[config.mk]
export PLATFORM = sky130hd
export DESIGN_NAME = cordic_phase_sequencer
export DESIGN_NICKNAME = d
export VERILOG_FILES = /design/src/rtl/cordic_phase_sequencer.sv
export SDC_FILE = /design/constraint.sdc
export NUM_CORES = 1
export LEC_CHECK = 0
export ABC_AREA = 1
export BUFFER_PORTS_ARGS = -buffer_cell sky130_fd_sc_hd__buf_2
export CORE_UTILIZATION = 35
export CTS_CLUSTER_DIAMETER = 30
export DETAILED_ROUTE_END_ITERATION = 7
export PLACE_DENSITY = 0.53
export SLEW_MARGIN = 15
export SYNTH_ARGS = -nofsm -noshare
export SYNTH_HDL_FRONTEND = slang
export SYNTH_SLANG_ARGS = --single-unit
[constraint.sdc]
create_clock -name i_clock -period 13 [get_ports i_clock]
set_input_delay 2.6 -clock i_clock [delete_from_list [all_inputs] [get_ports i_clock]]
set_output_delay 2.6 -clock i_clock [all_outputs]
set_load 0.05 [all_outputs]
[src/rtl/cordic_phase_sequencer.sv]
// -----------------------------------------------------------------------------
// cordic_phase_sequencer
//
// Upstream control stage for the CORDIC rotator. A full-turn phase accumulator
// is reduced to a first-quadrant angle (Q3.29 radians), one rotation is
// launched per sample with a start/done handshake, and the returned cos/sin
// pair is folded back into the true quadrant before being offered on a
// valid/ready output. This yields full-circle sin/cos even though the rotator
// itself only converges over roughly +/-99.7 degrees.
//
// Ports:
//   i_clock          rising-edge clock
//   i_rst_n          asynchronous active-low reset
//   i_enable         free-run sample generation while high
//   i_phase_load     load i_phase_init into the accumulator (has priority)
//   i_phase_init     accumulator load value
//   i_phase_inc      per-sample phase increment (unsigned, wraps)
//   o_cordic_start   one-cycle launch pulse to the rotator
//   o_cordic_x_start constant gain-compensated 1.0 (16'h26DD at WIDTH=16)
//   o_cordic_y_start constant 0
//   o_cordic_angle   reduced angle in [0, pi/2), held from launch to capture
//   i_cordic_cosine  rotator cosine result, Q2.14
//   i_cordic_sine    rotator sine result, Q2.14
//   i_cordic_done    rotator completion (rising edge is what counts)
//   o_out_valid      output sample valid
//   i_out_ready      output sample accepted
//   o_out_cos        folded cosine, Q2.14
//   o_out_sin        folded sine, Q2.14
//   o_out_quadrant   quadrant of the emitted sample
//   o_busy           sequencer is not idle
//   o_timeout_err    sticky rotator timeout flag, cleared only by reset
// -----------------------------------------------------------------------------
module cordic_phase_sequencer #(
    parameter int WIDTH       = 16,
    parameter int ANGLE_WIDTH = 32,
    parameter int PHASE_WIDTH = 32,
    parameter int TIMEOUT     = 64
) (
    input  logic                   i_clock,
    input  logic                   i_rst_n,
    input  logic                   i_enable,
    input  logic                   i_phase_load,
    input  logic [PHASE_WIDTH-1:0] i_phase_init,
    input  logic [PHASE_WIDTH-1:0] i_phase_inc,
    output logic                   o_cordic_start,
    output logic [WIDTH-1:0]       o_cordic_x_start,
    output logic [WIDTH-1:0]       o_cordic_y_start,
    output logic [ANGLE_WIDTH-1:0] o_cordic_angle,
    input  logic [WIDTH-1:0]       i_cordic_cosine,
    input  logic [WIDTH-1:0]       i_cordic_sine,
    input  logic                   i_cordic_done,
    output logic                   o_out_valid,
    input  logic                   i_out_ready,
    output logic [WIDTH-1:0]       o_out_cos,
    output logic [WIDTH-1:0]       o_out_sin,
    output logic [1:0]             o_out_quadrant,
    output logic                   o_busy,
    output logic                   o_timeout_err
);

    // Remainder within a quadrant and the pi/2 scale factor round(pi/2 * 2^29).
    localparam int R_W    = PHASE_WIDTH - 2;
    localparam int K_W    = 30;
    localparam int PROD_W = R_W + K_W;
    localparam logic [K_W-1:0] K_HALF_PI = 30'd843314857;
    localparam int CNT_W  = $clog2(TIMEOUT + 1);

    localparam logic [WIDTH-1:0] MIN_VAL = {1'b1, {(WIDTH-1){1'b0}}};
    localparam logic [WIDTH-1:0] MAX_VAL = ~MIN_VAL;

    typedef enum logic [2:0] {
        S_IDLE,
        S_SCALE,
        S_ISSUE,
        S_WAIT,
        S_OUTPUT
    } state_t;

    state_t                 r_state;
    logic [PHASE_WIDTH-1:0] r_phase;
    logic [1:0]             r_quad;
    logic [PROD_W-1:0]      r_product;
    logic                   r_done_q;
    logic [CNT_W-1:0]       r_wdog;
    logic                   r_cordic_start;
    logic                   r_out_valid;
    logic [WIDTH-1:0]       r_out_cos;
    logic [WIDTH-1:0]       r_out_sin;
    logic [1:0]             r_out_quad;
    logic                   r_timeout_err;

    logic [R_W-1:0]         w_rem;
    logic                   w_done_rise;
    logic [WIDTH-1:0]       w_fold_cos;
    logic [WIDTH-1:0]       w_fold_sin;

    // Two's complement negation that maps the most negative code to the most
    // positive one instead of wrapping back onto itself.
    function automatic logic [WIDTH-1:0] satNeg(input logic [WIDTH-1:0] v);
        if (v == MIN_VAL) begin
            return MAX_VAL;
        end
        return -v;
    endfunction

    assign w_rem       = r_phase[R_W-1:0];
    assign w_done_rise = i_cordic_done & ~r_done_q;

    // Rotate the first-quadrant result by q * 90 degrees.
    always_comb begin
        w_fold_cos = i_cordic_cosine;
        w_fold_sin = i_cordic_sine;
        case (r_quad)
            2'd1: begin
                w_fold_cos = satNeg(i_cordic_sine);
                w_fold_sin = i_cordic_cosine;
            end
            2'd2: begin
                w_fold_cos = satNeg(i_cordic_cosine);
                w_fold_sin = satNeg(i_cordic_sine);
            end
            2'd3: begin
                w_fold_cos = i_cordic_sine;
                w_fold_sin = satNeg(i_cordic_cosine);
            end
            default: begin
                w_fold_cos = i_cordic_cosine;
                w_fold_sin = i_cordic_sine;
            end
        endcase
    end

    // Sequencer. The phase register is only advanced in ISSUE, so a sample
    // that is stalled on the output never skips or repeats a phase step.
    // The done edge detector runs every cycle so that a done level left high
    // by a previous operation never looks like a fresh completion.
    always_ff @(posedge i_clock or negedge i_rst_n) begin
        if (!i_rst_n) begin
            r_state        <= S_IDLE;
            r_phase        <= '0;
            r_quad         <= '0;
            r_product      <= '0;
            r_done_q       <= 1'b0;
            r_wdog         <= '0;
            r_cordic_start <= 1'b0;
            r_out_valid    <= 1'b0;
            r_out_cos      <= '0;
            r_out_sin      <= '0;
            r_out_quad     <= '0;
            r_timeout_err  <= 1'b0;
        end else begin
            r_done_q       <= i_cordic_done;
            r_cordic_start <= 1'b0;

            if (i_phase_load) begin
                r_phase <= i_phase_init;
            end else if (r_state == S_ISSUE) begin
                r_phase <= r_phase + i_phase_inc;
            end

            case (r_state)
                S_IDLE: begin
                    if (i_enable) begin
                        r_state <= S_SCALE;
                    end
                end
                S_SCALE: begin
                    r_quad         <= r_phase[PHASE_WIDTH-1 -: 2];
                    r_product      <= PROD_W'(w_rem) * PROD_W'(K_HALF_PI);
                    r_cordic_start <= 1'b1;
                    r_state        <= S_ISSUE;
                end
                S_ISSUE: begin
                    r_wdog  <= '0;
                    r_state <= S_WAIT;
                end
                S_WAIT: begin
                    if (w_done_rise) begin
                        r_out_cos   <= w_fold_cos;
                        r_out_sin   <= w_fold_sin;
                        r_out_quad  <= r_quad;
                        r_out_valid <= 1'b1;
                        r_state     <= S_OUTPUT;
                    end else if (r_wdog == CNT_W'(TIMEOUT - 1)) begin
                        r_timeout_err <= 1'b1;
                        r_state       <= S_IDLE;
                    end else begin
                        r_wdog <= r_wdog + CNT_W'(1);
                    end
                end
                S_OUTPUT: begin
                    if (i_out_ready) begin
                        r_out_valid <= 1'b0;
                        r_state     <= i_enable ? S_SCALE : S_IDLE;
                    end
                end
                default: begin
                    r_state <= S_IDLE;
                end
            endcase
        end
    end

    // Truncating the product to angle units gives a value in [0, pi/2).
    assign o_cordic_angle   = ANGLE_WIDTH'(r_product >> R_W);
    assign o_cordic_start   = r_cordic_start;
    assign o_cordic_x_start = WIDTH'(16'h26DD);
    assign o_cordic_y_start = '0;
    assign o_out_valid      = r_out_valid;
    assign o_out_cos        = r_out_cos;
    assign o_out_sin        = r_out_sin;
    assign o_out_quadrant   = r_out_quad;
    assign o_busy           = (r_state != S_IDLE);
    assign o_timeout_err    = r_timeout_err;

endmodule
# --- Word level (Yosys, flattened, before mapping) ---
# Cells that the tools add are included.
word_totals:
  reg_bits: 142
  input_bits: 102
  out_inout_bits: 102
  wordCells: 75
classes:
  addsub: 4
  multipliers: 1
  eq_ne: 16
  muxes: 29
  n_bitwise: 3
  reduce_logical: 10
ops:
  columns: ["operator", "count"]
  rows:
  - ["$mux 16", 6]
  - ["$pmux 16 s3", 2]
  - ["$mux 32", 2]
  - ["$mul 30x30->60 const B", 1]
  - ["$add 32x32->32", 1]
  - ["$eq 16x16->1 const B", 2]
  - ["$neg 16->16", 2]
  - ["$pmux 3 s5", 1]
  - ["$mux 7", 2]
  - ["$pmux 7 s2", 1]
  - ["$mux 3", 4]
  - ["$reduce_and 3->1", 4]
  - ["$mux 1", 10]
  - ["$ne 2x2->1 const B", 5]
  - ["$add 7x1->7 const B", 1]
  - ["$eq 7x6->1 const B", 1]
  - ["$eq 3x2->1 const B", 2]
  - ["$reduce_bool 2->1", 3]
  - ["$eq 2x2->1 const B", 2]
  - ["$eq 3x1->1 const B", 1]
  - ["$eq 3x3->1 const B", 1]
  - ["$logic_not 3->1", 1]
  - ["$ne 3x3->1 const B", 1]
  - ["$reduce_bool 3->1", 1]
  - ["other kinds (5)", 6]

# --- Longest topological paths before layout ---
# Gate-level depths: netlist of run 1.
logic_depth:
  depth_word: 5
  ltp_mapped: 28
  ltp_nobuf: 28

# --- Worst setup path after synthesis of run 1 ---
# No wires, ideal clock.
synth_timing:
  kind: "reg-to-reg"
  from: "reg r_phase[16]"
  to: "reg r_product[55]"
  setup_time_ns: 0.118
  arrival_time_ns: 5.577
  slack_ns: 7.305
  path_stages_with_launch: 25
  n_path_buf: 0
  cell_sequence: "dfrtp_1 inv_1 fa_1 inv_1 fa_1 fa_1 ha_1 fa_1 fa_1 inv_1 fa_1 inv_1 ha_1 ha_1 nand2_1 nor2_1 inv_1 nor2_1 nand2_1 nor3_1 nand2_1 nand2_1 nand2_1 nand3_1 nand2_1"
synth_via:
  elab_chain_cells: 1
synth_rtl:
  columns: ["element", "line_no", "rtl"]
  rows:
  - ["from (decl)", "80", "logic [PHASE_WIDTH-1:0] r_phase;"]
  - ["from (signal assigned)", "156", "r_phase <= i_phase_init;"]
  - ["from (signal assigned)", "158", "r_phase <= r_phase + i_phase_inc;"]
  - ["$mul 30x30->60", "169", "r_product <= PROD_W'(w_rem) * PROD_W'(K_HALF_PI);"]
  - ["to (signal assigned)", "169", null]
  - ["to (decl)", "82", "logic [PROD_W-1:0] r_product;"]
# No other way between the ends.
# A chain may end at the register's enable or synchronous reset.

# --- Worst setup path after layout of run 1 ---
layout_timing:
  from: "reg r_phase[17]"
  to: "reg r_product[41]"
# The elaborated chain is that of the path after synthesis.

==> results of run 1 <==
layer usage:
| metal | vias to the layer above | global-route usage (%) | wire [um] |
|---|---|---|---|
| li1 | 10201 | - | - |
| met1 | 9848 | 33.6 | 38200 |
| met2 | 556 | 34.7 | 35200 |
| met3 | 50 | 2.39 | 3470 |
| met4 | 0 | 4.56 | 1250 |
| met5 | - | 0 | 0 |
cell type report:
type / count / area [um2] / area share (%)
repair buffers: 182 / 946 / 3.52
clock buffers: 10 / 229 / 0.853
flip-flops and latches: 112 / 2800 / 10.4
diodes: 3 / 7.51 / 0.0280
clock inverters: 6 / 51.3 / 0.191
well taps: 940 / 1180 / 4.38
multi-input cells: 2301 / 18800 / 70.2
inverters: 741 / 2780 / 10.4
sequential cells by signal, indices dropped and copies added, names as in the netlist, 2 cells and up:
register and cells:
o_out_cos 16, r_quad 2, o_out_quadrant 2, r_state 3, o_out_sin 16, r_wdog 7, r_product 30, r_phase 32
worst min-delay path by stage:
stage,slack (ns),startpoint,endpoint
6_report,0.47,o_out_valid,o_out_valid
5_1_grt,0.49,o_out_valid,o_out_valid
4_1_cts,0.48,o_out_valid,o_out_valid
3_5_place_dp,0.46,o_out_valid,o_out_valid
3_3_place_gp,0.46,o_out_valid,o_out_valid
2_1_floorplan,0.45,r_wdog[6],r_wdog[6]
through the flow:
step | std cells | area, um2 | hold WS [ns] | util, % | setup slack [ns]
after floorplan | 3223 | 24800 | 0.451 | - | 7.31
after global placement | 4276 | 26500 | 0.457 | 38.0 | 6.38
after detailed placement | 4276 | 26500 | 0.457 | 38.0 | 6.39
after CTS | 4292 | 26800 | 0.478 | 38.4 | 6.37
after global routing | 4295 | 26800 | 0.494 | 38.4 | 6.04
final | 4295 | 26800 | 0.471 | 38.4 | 6.36
worst max-delay path, delay by kind of cell, from the launching register on:
kind	cells	cell delay, ns
DFF	1	0.69
buffers and inverters	6	0.64
and+or+nand+nor	9	1.30
adders and majority gates	9	3.91
logic make-up (layout without fill, tap and decap cells):
kind of cell,after synthesis,after routing,share of synthesized area [%]
other,2,37,0.0304
adders and majority gates,719,719,46.2
DFF,112,112,11.3
AOI/OAI and AO/OA,339,339,7.74
buffers and inverters,810,939,13.0
xor gates and xnor gates,41,41,1.45
and+or+nand+nor,1168,1168,20.3
layout by cell type (no fill, tap or decap), drive strengths merged, types with 4 or more instances in the layout:
cell type	Yosys	layout
inv	739	742
nand2	721	721
ha	395	395
fa	324	324
nor2	202	202
buf	48	182
nand3	153	153
a21oi	138	138
o21ai	120	120
dfrtp	112	112
nand4	41	41
conb	2	34
nor3	22	22
xnor2	21	21
xor2	20	20
o21bai	18	18
a21o	13	13
nand3b	10	10
o2111ai	10	10
clkbuf	21	10
o211ai	8	8
nor4	8	8
o221ai	7	7
or2	7	7
a22oi	6	6
o21a	6	6
o22ai	6	6
clkinv	2	5
a21boi	4	4
==> flow_summary_export.csv, run 1 <==
group,metric,value,unit
synthesis,ys_top_cells_by_count,"inv_1, nand2_1, ha_1, fa_1, nor2_1",
synthesis,yosysMostFrequentCell,"inv_1",
worst_setup_path,slowest_stage,"dfrtp_1",
timing,fin_crit_sh,51.1,%
clocking,postCtsSetupBuffers,0,
detailed_routing,drt-total-wl,78.2,mm
global_routing,grt_max_degree,59,
timing,setup_violations,0,
timing,worst_pin_slew,0.830,ns
final_layout,area_growth,8.56,%
hold_path,holdPathStages,2,
worst_setup_path,r2r_cells,24,
floorplan,rows,97,
clocking,cts_buffer_depth,2,
timing,slew_viol_final,0,
worst_setup_path,crit_path_max_fanout,9,
synthesis,synth_cell_types,52,
floorplan,die_area,0.0717,mm2
place,port_buffers,169,
place,gp_congestion,0.970,
floorplan,core-area,0.0699,mm2
worst_setup_path,rrSetupSlack,6.36,ns
clocking,cts_buffers,9,
job,maxCapViolations,0,
clocking,clk_pin_slew,0.09,ns
synthesis,ys_warn_count,0,
global_routing,grt.total_usage,22.4,%
timing,fin_setup_tns,0,ns
clocking,clk_latency,0.41,ns
synthesis,ys_ff_latch,112,
detailed_routing,drt_iter0_markers,1491,
global_routing,gr-total-overflow,0,
clocking,clkSinkCount,112,
synthesis,synth_edf_count,0,
clocking,htreeDepth,3,
synthesis,yosys-top-cells-area,"fa_1, ha_1, dfrtp_1",
floorplan,ios,204,
timing,relSlewSlack,44.7,%
synthesis,yosys.area.top_type,"fa_1",
synthesis,async_reset_ff_share,100,%
detailed_routing,vias,20655,
detailed_routing,first_pass_iters,6,
place,dp_hpwl,68.3,mm
detailed_routing,route.detailed.drc,0,
timing,fin_crit,6.64,ns
clocking,cts_hold_buf,0,
floorplan,chipWidth,268,um
detailed_routing,ant_nets,0,
floorplan,die_h,268,um
final_layout,n_fill_cell,7472,
detailed_routing,viasPerCell,4.81,
synthesis,synth.avg_cell_area,7.75,um2
worst_setup_path,critPathRequiredTime,13.31,ns
synthesis,synth-seq-area-share,11.3,%
worst_setup_path,worstSetupStartpointType,"register",
global_routing,antenna_found_initial,4,
timing,fmax,151,MHz
detailed_routing,post_drt_wl_per_cell,18.2,um
worst_setup_path,crit_path_max_incr_delay,0.69,ns
synthesis,synth_flop_cell,"dfrtp_1",
clocking,cts_tree,"built",
worst_setup_path,critPathCapture,"r_product[41]",
timing,clock_skew,0.0198,ns
timing,rsz0062_at_grt,"false",
worst_setup_path,timing.rr.end,"r_product[41]",
floorplan,start_util,35.4,%
hold_path,min_path_type,"register to register",
worst_setup_path,cp.arrival,6.95,ns
final_layout,drive_above_1_share,7.64,%
worst_setup_path,path_cells,"inv_1, fa_1, inv_1, fa_1, fa_1, ha_1, inv_1, fa_1, inv_1, fa_1, inv_1, fa_1, inv_1, ha_1, ha_1, nand2_1, nor2_1, nand2_1, nor2_1, nand3_1, nand3_1, nand2_1, nand3_1, nand2_1",
final_layout,final_nets,4168,
worst_setup_path,crit_path_start,"r_phase[17]",
synthesis,yosysTopAreaCellShare,26.2,%
synthesis,synthCells,3191,
worst_setup_path,crit_type,"register to register",
synthesis,syn_area,0.0247,mm2
worst_setup_path,end_kind,"register",
status,status,"completed",
timing,finalHoldViolCount,0,
global_routing,first_global_vias,20414,
clocking,cts_root_buf,"clkbuf_16",
global_routing,grt_pass1_wl,122,mm
worst_setup_path,r2r_start,"r_phase[17]",
clocking,cts-resized-gates,0,
Power of run 1 is left out: the tool's default activity adds up to more than one toggle a clock period on the data nets, which glitch-free logic cannot reach.
==> inputs of run 2 (changes only) <==
--- a/config.mk
+++ b/config.mk
@@ -10,7 +10,7 @@
 export CORE_UTILIZATION = 35
 export CTS_CLUSTER_DIAMETER = 30
 export DETAILED_ROUTE_END_ITERATION = 7
-export PLACE_DENSITY = 0.53
+export PLACE_DENSITY = 0.55
 export SLEW_MARGIN = 15
 export SYNTH_ARGS = -nofsm -noshare
 export SYNTH_HDL_FRONTEND = slang
==> constraint.sdc (replaced) <==
create_clock -name i_clock -period 6.05 [get_ports i_clock]
set_input_delay 1.21 -clock i_clock [delete_from_list [all_inputs] [get_ports i_clock]]
set_output_delay 1.21 -clock i_clock [all_outputs]
set_load 0.05 [all_outputs]
==> run 2 against run 1 <==
  * Hold slack better by 0.0039 ns
  * Utilization is 3.8 points higher
  * Wire length is 2.5% higher
  * First-iteration DRC count is 1.1% higher
  * Die area stayed put
  * Non-clock buffer count is 190 higher
  * Register-to-register slack worse by 6.2 ns
  * Critical path depth stayed put
  * Maximum frequency is 13% higher
  * Cell count is 4.5% higher
  * Setup slack worse by 6.2 ns
==> flow_summary_export.csv, run 2 (synthesis results as in run 1) <==
group,metric,value,unit
timing,setup_slack,0.180,ns
worst_setup_path,rrSetupSlack,0.18,ns
floorplan,rows,97,
global_routing,gr-total-overflow,0,
hold_path,min_path_type,"register to register",
clocking,cts_buffers,9,
clocking,clk_pin_slew,0.09,ns
final_layout,largest-register,"r_phase",
worst_setup_path,crit_path_max_incr_delay,0.62,ns
timing,finalHoldViolCount,0,
floorplan,die_area,0.0717,mm2
timing,fin_crit_sh,97.0,%
final_layout,drive_above_1_share,18.8,%
timing,fmax,170,MHz
final_layout,area_growth,19.4,%
place,dp_hpwl,70.0,mm
floorplan,chipWidth,268,um
final_layout,final_common_cell,"inv_1",
detailed_routing,vias,21624,
timing,relSlewSlack,19.2,%
place,gp_congestion,0.957,
timing,rsz0062_at_grt,"true",
global_routing,grt.total_usage,22.5,%
detailed_routing,drt_iter0_markers,1507,
global_routing,grt_max_degree,54,
worst_setup_path,critPathRequiredTime,6.40,ns
worst_setup_path,end_kind,"register",
clocking,clkSinkCount,112,
floorplan,ios,204,
floorplan,start_util,35.4,%
worst_setup_path,timing.rr.end,"r_product[37]",
timing,fin_crit,5.87,ns
status,status,"completed",
detailed_routing,first_pass_iters,5,
detailed_routing,post_drt_wl_per_cell,17.9,um
worst_setup_path,crit_path_max_fanout,5,
timing,slew_viol_final,0,
worst_setup_path,r2r_cells,24,
final_layout,finish.utilization,42.2,%
place,pre_cts_ws,-0.100,ns
floorplan,core-area,0.0699,mm2
worst_setup_path,slowest_stage,"fa_2",
final_layout,n_fill_cell,7338,
final_layout,largestRegisters,"r_phase (32), r_product (30)",
worst_setup_path,cp.arrival,6.22,ns
detailed_routing,viasPerCell,4.82,
clocking,cts_buffer_depth,2,
timing,clock_skew,0.0368,ns
worst_setup_path,critPathCapture,"r_product[37]",
detailed_routing,drt-total-wl,80.1,mm
worst_setup_path,r2r_start,"r_phase[10]",
worst_setup_path,path_cells,"buf_4, ha_1, ha_1, fa_1, inv_1, fa_1, inv_1, fa_1, inv_1, fa_1, inv_1, fa_2, ha_4, ha_4, a21oi_2, buf_4, nand2_1, a21oi_2, nand2_2, a21oi_2, xnor2_1, buf_4, nand2_1, nand2_1",
clocking,htreeDepth,3,
clocking,cts_root_buf,"clkbuf_16",
worst_setup_path,crit_type,"register to register",
global_routing,antenna_found_initial,5,
job,maxCapViolations,0,
timing,setup_violations,0,
final_layout,layout_common_cells,"inv_1, nand2_1, ha_1",
place,port_buffers,169,
clocking,clk_latency,0.42,ns
final_layout,largest_reg_flops,32,
clocking,cts_tree,"built",
floorplan,die_h,268,um
global_routing,grt_pass1_wl,122,mm
worst_setup_path,crit_path_start,"r_phase[10]",
global_routing,first_global_vias,21201,
worst_setup_path,worstSetupStartpointType,"register",
final_layout,final_nets,4358,
timing,worst_pin_slew,1.21,ns
detailed_routing,route.detailed.drc,0,
detailed_routing,ant_nets,0,
==> run 2: repair_timing <==
item / in CTS / in global routing
endpoints found under the setup margin: 12 / 30
gates resized for setup: 14 / 259
hold buffers: 0 / 0
setup buffers: 0 / 12
pin swaps: 1 / 44
==> run 2: per-stage QoR <==
| step | instances | TNS [ns] | hold WS [ns] | instance area [um2] |
|---|---|---|---|---|
| floorplan | 3223 | 0 | 0.451 | 24800 |
| global placement | 4454 | -0.429 | 0.462 | 28000 |
| detailed placement | 4454 | -0.316 | 0.461 | 28000 |
| CTS | 4470 | -0.00363 | 0.484 | 28300 |
| global route | 4486 | -0.360 | 0.494 | 29500 |
| finish | 4487 | 0 | 0.475 | 29500 |
==> run 2: how the worst min path moves through the flow <==
stage	startpoint	to	slack, ns	cells past startpoint
6_report	o_out_valid	o_out_valid	0.48	2
5_1_grt	o_timeout_err	o_timeout_err	0.49	1
4_1_cts	o_out_sin[13]	o_out_sin[13]	0.48	2
3_5_place_dp	o_out_sin[14]	o_out_sin[14]	0.46	2
3_3_place_gp	r_product[39]	r_product[39]	0.46	2
2_1_floorplan	r_wdog[6]	r_wdog[6]	0.45	1
==> run 2: area by class of cell <==
class	instances	area [um2]	share of cell area (%)
antenna	5	12.5	0.0424
clock buffer	10	229	0.776
clock inverter	6	50.0	0.170
inverter	741	2790	9.46
multi-input combinational	2301	19900	67.6
sequential	112	2820	9.56
tap	940	1180	3.98
timing repair buffer	372	2490	8.44
==> run 2: worst max-delay path, delay by kind of cell (launching register included) <==
| family | cells | cell delay [ns] |
|---|---|---|
| and+or+nand+nor | 4 | 0.31 |
| buffers and inverters | 7 | 0.73 |
| AOI/OAI and AO/OA | 3 | 0.49 |
| DFF | 1 | 0.46 |
| adders and majority gates | 9 | 3.65 |
| xor gates and xnor gates | 1 | 0.15 |
==> run 2: routing by layer <==
metal,vias up,global-route usage (%),wire length (um)
li1,10588,-,-
met1,10413,33.2,38400
met2,555,35.2,36200
met3,68,2.42,3840
met4,0,5.37,1630
met5,-,0,0
Power of run 2 is left out for the same reason.
==> inputs of run 3 (changes only) <==
--- a/config.mk
+++ b/config.mk
@@ -7,10 +7,10 @@
 export LEC_CHECK = 0
 export ABC_AREA = 1
 export BUFFER_PORTS_ARGS = -buffer_cell sky130_fd_sc_hd__buf_2
-export CORE_UTILIZATION = 35
+export CORE_UTILIZATION = 40
 export CTS_CLUSTER_DIAMETER = 30
 export DETAILED_ROUTE_END_ITERATION = 7
-export PLACE_DENSITY = 0.55
+export PLACE_DENSITY = 0.61
 export SLEW_MARGIN = 15
 export SYNTH_ARGS = -nofsm -noshare
 export SYNTH_HDL_FRONTEND = slang
==> run 3 against run 2 <==
  * Global-route usage increased by 2.6 points
  * Utilization increased by 5.4 points
  * Die area decreased by 12%
  * Cell area decreased by 2.1%
  * Wire length decreased by 2.7%
  * First-iteration DRC count decreased by 1.7%
  * Clock-buffer cell count increased by 1
  * Critical endpoint is now r_product[53]
==> flow_summary_export.csv, run 3 (synthesis results as in run 1) <==
group,metric,value,unit
status,status,"completed",
worst_setup_path,cp_top_family,"adder cells",
worst_setup_path,timing.rr.end,"r_product[53]",
global_routing,grt.total_usage,25.2,%
global_routing,grt_max_degree,47,
timing,relSlewSlack,23.2,%
timing,hold_slack,0.474,ns
clocking,cts_root_buf,"clkbuf_16",
detailed_routing,post_drt_wl_per_cell,18.2,um
final_layout,layout_common_cells,"inv_1, nand2_1, ha_1",
worst_setup_path,critPathBufInv,9,
detailed_routing,viasPerCell,5.02,
floorplan,die_h,251,um
timing,setup_slack,0.164,ns
floorplan,core-area,0.0607,mm2
detailed_routing,drt-total-wl,78.0,mm
worst_setup_path,crit_path_max_incr_delay,0.50,ns
worst_setup_path,critPathRequiredTime,6.42,ns
timing,fmax,170,MHz
detailed_routing,first_pass_iters,5,
final_layout,largest_reg_flops,32,
detailed_routing,drt_iter0_markers,1481,
timing,fin_crit_sh,97.3,%
worst_setup_path,cp.arrival,6.25,ns
timing,fin_crit,5.89,ns
clocking,clkSinkCount,112,
place,dp_hpwl,68.0,mm
place,gp_congestion,0.968,
timing,clock_skew,0.0315,ns
worst_setup_path,r2r_cells,27,
worst_setup_path,worstSetupStartpointType,"register",
final_layout,final_cells,4284,
global_routing,antenna_found_initial,5,
global_routing,gr-total-overflow,0,
detailed_routing,route.detailed.drc,0,
final_layout,largest-register,"r_phase",
floorplan,chipWidth,251,um
timing,worst_pin_slew,1.15,ns
clocking,clk_latency,0.42,ns
final_layout,area_growth,16.9,%
floorplan,die_area,0.0628,mm2
timing,slew_viol_final,0,
final_layout,drive_above_1_share,17.2,%
clocking,cts_buffer_depth,2,
clocking,cts_tree,"built",
floorplan,start_util,40.7,%
clocking,cts_buffers,9,
floorplan,rows,90,
worst_setup_path,end_kind,"register",
hold_path,hold_path_end,"o_out_valid",
detailed_routing,vias,21494,
worst_setup_path,rrSetupSlack,0.16,ns
worst_setup_path,r2r_start,"r_phase[8]",
worst_setup_path,crit_type,"register to register",
job,maxCapViolations,0,
floorplan,ios,204,
final_layout,largestRegisters,"r_phase (32), r_product (30)",
timing,rsz0062_at_grt,"true",
place,pre_cts_ws,-0.0472,ns
worst_setup_path,slowest_stage,"fa_1",
timing,finalHoldViolCount,0,
worst_setup_path,crit_path_max_fanout,4,
final_layout,n_fill_cell,6010,
detailed_routing,ant_nets,0,
timing,setup_violations,0,
clocking,clk_pin_slew,0.10,ns
final_layout,final_nets,4313,
place,port_buffers,169,
hold_path,holdPathStages,2,
hold_path,holdCritStartpoint,"o_out_valid",
hold_path,min_path_type,"register to register",
place,placedCellCount,4251,
final_layout,final_common_cell,"inv_1",
clocking,htreeDepth,3,
global_routing,grt_pass1_wl,121,mm
global_routing,first_global_vias,21233,
-- run 3: what timing repair did --
item | in CTS | in global routing
endpoints found under the setup margin | 10 | 30
pin swaps | 0 | 49
buffers inserted | 0 | 12
gates resized for setup | 8 | 242
hold buffers | 0 | 0
gates cloned | 0 | 0
-- run 3: metrics by stage --
step	instance area, um2	setup TNS [ns]	utilization (%)
after floorplan	24800	0	-
after global placement	27400	-0.0294	45.2
after detailed placement	27400	-0.0721	45.2
after CTS	27800	0	45.8
after global routing	28900	-0.564	47.6
final	28900	0	47.6
-- run 3: how the worst max path moves through the flow --
stage	startpoint	end	slack, ns	depth (start not counted)
after global placement	r_phase[12]	r_product[54]	-0.03	25
after floorplan	r_phase[16]	r_product[55]	0.36	24
after global routing	r_phase[20]	r_product[50]	-0.08	24
after CTS	r_phase[9]	r_product[40]	0.003	22
final	r_phase[8]	r_product[53]	0.16	27
after detailed placement	r_phase[23]	r_product[45]	-0.05	25
-- run 3: cell type report --
| type | instances | area [um2] | area share (%) |
|---|---|---|---|
| Multi-Input combinational cell | 2301 | 19800 | 68.6 |
| Sequential cell | 112 | 2830 | 9.78 |
| Inverter | 741 | 2780 | 9.62 |
| Timing Repair Buffer | 327 | 2140 | 7.39 |
| Tap cell | 782 | 978 | 3.39 |
| Clock buffer | 11 | 253 | 0.874 |
| Clock inverter | 5 | 87.6 | 0.303 |
| Antenna cell | 5 | 12.5 | 0.0433 |
-- run 3: tightest hold or removal path: stages, from the launching register on --
cell and delay (ns):
dfrtp_1 0.34, nand2_1 0.05, nand2_1 0.05
-- run 3: metal layers --
layer  up-vias  share of wire [%]  track usage, %
met1     10262                 47            37.0
li1      10500                  -               -
met3        86                5.8            3.18
met5         -                  0               0
met4         0                2.6            6.75
met2       646                 45            38.6
Power of run 3 is left out for the same reason.
